[config.mk]
export PLATFORM = sky130hd
export DESIGN_NAME = epc_stack
export DESIGN_NICKNAME = d
export VERILOG_FILES = /design/src/rtl/cpu_pkg.sv /design/src/rtl/epc_stack.sv
export SDC_FILE = /design/constraint.sdc
export NUM_CORES = 1
export LEC_CHECK = 0
export ABC_AREA = 1
export ABC_CLOCK_PERIOD_IN_PS = 3000
export CAP_MARGIN = 20
export CORE_MARGIN = 5
export CORE_UTILIZATION = 57
export CTS_CLUSTER_SIZE = 8
export DETAILED_ROUTE_END_ITERATION = 7
export PLACE_DENSITY_LB_ADDON = 0.12
export SYNTH_ARGS = -nofsm -noshare
export SYNTH_HDL_FRONTEND = slang
export SYNTH_SLANG_ARGS = --single-unit
[constraint.sdc]
create_clock -name clk -period 3 [get_ports clk]
set_input_delay 0.6 -clock clk [delete_from_list [all_inputs] [get_ports clk]]
set_output_delay 0.6 -clock clk [all_outputs]
set_load 0.01 [all_outputs]
[src/rtl/cpu_pkg.sv]
// ----------------------------------------------------------------------------
// cpu_pkg
//   Shared CPU definitions: PC width, exception/interrupt cause codes and the
//   saved-exception-PC entry layout.
//   Revision: 1.0
// ----------------------------------------------------------------------------
`default_nettype none

package cpu_pkg;

  localparam int XLEN    = 32;
  localparam int CAUSE_W = 4;

  localparam logic [CAUSE_W-1:0] CAUSE_EXT_INT = 4'd1;
  localparam logic [CAUSE_W-1:0] CAUSE_SYSCALL = 4'd2;
  localparam logic [CAUSE_W-1:0] CAUSE_ILLEGAL = 4'd3;
  localparam logic [CAUSE_W-1:0] CAUSE_OVF     = 4'd4;

  typedef struct packed {
    logic [XLEN-1:0]    pc;
    logic [CAUSE_W-1:0] cause;
  } epc_entry_t;

endpackage

`default_nettype wire

[src/rtl/epc_stack.sv]
// ----------------------------------------------------------------------------
// epc_stack
//   LIFO of exception return PCs with cause codes, one entry per nesting
//   level. push on interrupt/exception entry, pop on eret, push+pop together
//   is tail-chaining (top entry overwritten in place).
//
//   Ports:
//     clk, rst_n      clock, asynchronous active-low reset
//     en              global enable; low holds every bit of state
//     push            save push_pc/push_cause as the new top
//     push_pc         resume PC
//     push_cause      cause code
//     pop             discard top entry
//     clr_err         clear sticky overflow/underflow
//     top_pc          PC of top entry (0 when empty)
//     top_cause       cause of top entry (0 when empty)
//     count           number of valid entries
//     empty, full     occupancy decodes
//     nest_ok         ~full, used to mask further interrupts
//     overflow        sticky: push while full
//     underflow       sticky: pop while empty
//
//   Revision: 1.0
// ----------------------------------------------------------------------------
`default_nettype none

module epc_stack
  import cpu_pkg::*;
#(
  parameter int XLEN    = cpu_pkg::XLEN,
  parameter int DEPTH   = 4,
  parameter int CAUSE_W = cpu_pkg::CAUSE_W,
  localparam int CNT_W  = $clog2(DEPTH + 1)
) (
  input  logic               clk,
  input  logic               rst_n,
  input  logic               en,
  input  logic               push,
  input  logic [XLEN-1:0]    push_pc,
  input  logic [CAUSE_W-1:0] push_cause,
  input  logic               pop,
  input  logic               clr_err,
  output logic [XLEN-1:0]    top_pc,
  output logic [CAUSE_W-1:0] top_cause,
  output logic [CNT_W-1:0]   count,
  output logic               empty,
  output logic               full,
  output logic               nest_ok,
  output logic               overflow,
  output logic               underflow
);

  localparam int IDX_W = $clog2(DEPTH);
  localparam logic [CNT_W-1:0] DEPTH_C = CNT_W'(DEPTH);
  localparam logic [CNT_W-1:0] ONE_C   = CNT_W'(1);

  logic [XLEN-1:0]    pc_mem    [DEPTH];
  logic [CAUSE_W-1:0] cause_mem [DEPTH];

  logic             wr_en;
  logic [IDX_W-1:0] wr_idx;
  logic [IDX_W-1:0] top_idx;
  logic             cnt_inc;
  logic             cnt_dec;
  logic             ovf_set;
  logic             unf_set;
  logic             chain;

  // Occupancy decodes from registered count only.
  assign empty   = (count == '0);
  assign full    = (count == DEPTH_C);
  assign nest_ok = ~full;

  // A simultaneous push+pop on a non-empty stack replaces the top in place;
  // on an empty stack it degenerates to a plain push into entry 0.
  assign chain   = push & pop & ~empty;
  assign wr_en   = push & (~full | pop);
  assign wr_idx  = chain ? IDX_W'(count - ONE_C) : IDX_W'(count);
  assign cnt_inc = push & ~full & ~chain;
  assign cnt_dec = pop & ~push & ~empty;
  assign ovf_set = push & ~pop & full;
  assign unf_set = pop & ~push & empty;

  assign top_idx   = IDX_W'(count - ONE_C);
  assign top_pc    = empty ? '0 : pc_mem[top_idx];
  assign top_cause = empty ? '0 : cause_mem[top_idx];

  always_ff @(posedge clk or negedge rst_n) begin
    if (!rst_n) begin
      count     <= '0;
      overflow  <= 1'b0;
      underflow <= 1'b0;
      for (int i = 0; i < DEPTH; i++) begin
        pc_mem[i]    <= '0;
        cause_mem[i] <= '0;
      end
    end else if (en) begin
      if (wr_en) begin
        pc_mem[wr_idx]    <= push_pc;
        cause_mem[wr_idx] <= push_cause;
      end
      if (cnt_inc)
        count <= count + ONE_C;
      else if (cnt_dec)
        count <= count - ONE_C;
      // Set takes priority over a same-cycle clear.
      overflow  <= ovf_set | (overflow & ~clr_err);
      underflow <= unf_set | (underflow & ~clr_err);
    end
  end

endmodule

`default_nettype wire
==> results.sh <==
export IMPL_r2r_start="count[0]$_DFFE_PN0P_"
export IMPL_p_per_area_mw_per_mm2=1249
export IMPL_ys_seq_area_share_pct=48.90
export IMPL_rows=42
export IMPL_status="finished clean"
export IMPL_grt_usage_pct=26.95
export IMPL_tightest_slew_ps=733.2
export IMPL_htreeDepth=4
export IMPL_yosysWarnings=0
export IMPL_post_route_min_period_ps=2798
export IMPL_overflow=0
export IMPL_holdBufCountCts=0
export IMPL_hp_class="in2async"
export IMPL_dieArea_mm2=0.01579
export IMPL_swShare_pct=43.34
export IMPL_synth_cells=984
export IMPL_drv_slew=0
export IMPL_io_pins=86
export IMPL_rsz0062_at_grt="false"
export IMPL_drt_iter0_markers=771
export IMPL_pwr_share_comb_pct=52.6
export IMPL_start_kind="register"
export IMPL_core_area_mm2=0.01319
export IMPL_viasPerCell=5.879
export IMPL_syn_area_mm2=0.007625
export IMPL_io_buffers=85
export IMPL_clk_latency_ps=420
export IMPL_path_class="reg2out"
export IMPL_die_x_um=125.7
export IMPL_nFillCells=1094
export IMPL_max_cap_violations=0
export IMPL_p_sw_w=0.004963
export IMPL_globalplace_congestion=0.7871
export IMPL_grt_max_degree=80
export IMPL_end_kind="output port"
export IMPL_vias=7172
export IMPL_fin_crit_sh_pct=93.27
export IMPL_drt_first_pass_iters=5
export IMPL_antenna_found_initial=1
export IMPL_multi_input_area_mm2=0.003408
export IMPL_mostFrequentLayoutCells="313 x nand2_1, 148 x dfrtp_1, 145 x nor2_1"
export IMPL_route_top_layer_used="met5"
export IMPL_dp_hpwl_um=12020
export IMPL_setup_violations=0
export IMPL_regArea_mm2=0.003730
export IMPL_n_antenna_cell=0
export IMPL_grt_pass1_vias=6823
export IMPL_final_common_cell="nand2_1"
export IMPL_crit_start="count[0]$_DFFE_PN0P_"
export IMPL_routed_wl_um=21020
export IMPL_skew_ps=4.200
export IMPL_cts_buffers=17
export IMPL_seq_power_share_pct=29.9
export IMPL_relSlewSlack_pct=51.12
export IMPL_route_layer_met1_wl_um=9089
export IMPL_detail_route_antenna_nets=0
export IMPL_placed_cell_area_mm2=0.008531
export IMPL_start_util_pct=57.81
export IMPL_syn_nets=1029
export IMPL_nets=1078
export IMPL_ys_seq_elements=149
export IMPL_crit_required_ps=2400
export IMPL_p_leak_nw=4.868
export IMPL_area_delta_synth_final_pct=20.23
export IMPL_clock_sinks=149
export IMPL_post_route_cell_area_mm2=0.009168
export IMPL_arrival_ps=2200
export IMPL_critPathMaxFanout=18
export IMPL_drive_gt1_share_pct=7.471
export IMPL_fmax_ghz=0.3574
export IMPL_finalSetupTns_ps=0
export IMPL_dr_wl_met3_um=1164
export IMPL_grt_pass1_wl_um=34780
export IMPL_internal_power_w=0.006489
export IMPL_postCtsSetupRepairBufs=0
export IMPL_drc_errors=0
export IMPL_yosysUniqueCellTypes=24
export IMPL_avgSynthCellArea_um2=7.749
export IMPL_hold_viol=0
export IMPL_cts_path_max_buffers=2
export IMPL_cts_root_buf="clkbuf_16"
export IMPL_dieHeight_um=125.7
export IMPL_clk_pin_slew_worst_paths_ps=60
export IMPL_cts_tree="yes"
export IMPL_wl_met2_um=10430
export IMPL_ir_worst_vdd_v=0.0006663
export IMPL_power_frac_clock_pct=17.6
export IMPL_wl_per_cell_um=17.23
-- logic make-up after synthesis --
kind of cell	count (synthesis)	synth area share, %
compound gates	110	7.286
xor+xnor	2	0.2298
fa+ha+maj	3	0.4923
buf+inv	98	6.662
flops	149	48.90
simple gates	622	36.43
-- through the flow --
step                      setup WS (ps)  std cells  utilization, %  power (W)  hold WS (ps)
final                             201.9       1220           69.50    0.01145         210.1
after global placement            369.8       1190           64.67   0.009482         447.5
after global routing              79.57       1220           69.50    0.01227         281.7
after detailed placement          328.2       1190           64.67   0.009577         453.0
after floorplan                   271.9        984               -   0.007117         304.4
after CTS                         4.838       1220           68.91    0.01159         242.1
-- power by group through the flow --
| stage | Combinational, W | Clock, W | Sequential [W] |
|---|---|---|---|
| finish | 0.00602 | 0.00201 | 0.00342 |
| global placement | 0.00608 | 0 | 0.00340 |
| detailed placement | 0.00616 | 0 | 0.00342 |
| global route | 0.00665 | 0.00210 | 0.00352 |
| CTS | 0.00616 | 0.00202 | 0.00341 |
| floorplan | 0.00378 | 0 | 0.00333 |
-- cell type report --
| cell class | instances | share of cell area (%) |
|---|---|---|
| clock buffer | 26 | 5.555 |
| multi-input combinational | 737 | 37.18 |
| timing repair buffer | 118 | 13.28 |
| inverter | 10 | 0.4094 |
| tap | 176 | 2.402 |
| clock inverter | 4 | 0.4913 |
| sequential | 149 | 40.69 |
-- metal layers --
| metal | GRT usage [%] | vias up |
|---|---|---|
| met1 | 36.23 | 3502 |
| met2 | 44.65 | 233 |
| met4 | 8.482 | 2 |
| met5 | 0 | - |
| li1 | - | 3403 |
| met3 | 5.038 | 32 |
-- worst paths after layout --
path                            slack, ps  cells past startpoint                       to
worst max-delay path                  200                      8                top_pc[1]
max in group asynchronous            1920                      2  pc_mem[107]$_DFFE_PN0P_
worst min-delay path                  210                      1    underflow$_DFFE_PN0P_
worst max register to register        690                      9   pc_mem[54]$_DFFE_PN0P_
worst min register to register        460                      2  pc_mem[127]$_DFFE_PN0P_
min in group clk                      460                      2  pc_mem[127]$_DFFE_PN0P_
-- synthesized netlist by cell type, drive strengths merged --
cell type / n / area share, %
nand2: 320 / 16
dfrtp: 149 / 49
nor2: 148 / 7.4
nand4: 144 / 12
o21ai: 73 / 4.8
buf: 58 / 4.7
a21oi: 36 / 2.4
clkbuf: 30 / 1.5
inv: 10 / 0.49
nand3: 10 / 1.2
ha: 3 / 0.49
a32o: 1 / 0.13
xnor2: 1 / 0.11
xor2: 1 / 0.11
-- repair_timing --
item | CTS | global route
endpoints found under the setup margin | 36 | 30
cloned | 0 | 0
gates resized for setup | 7 | 31
-- sequential cells by signal, summed over array words and instances (netlist names) --
register   flops
pc_mem       128
cause_mem     16
count          3
overflow       1
underflow      1
-- worst max-delay path, stage by stage, from the launching register on --
cell and delay, ps:
dfrtp_2 400, inv_2 80, ha_4 290, inv_1 60, buf_4 210, nor2_1 150
o21ai_0 120, a21oi_1 170, dlygate4sd2_1 300
Note: power is estimated with default switching activity, not from simulation.
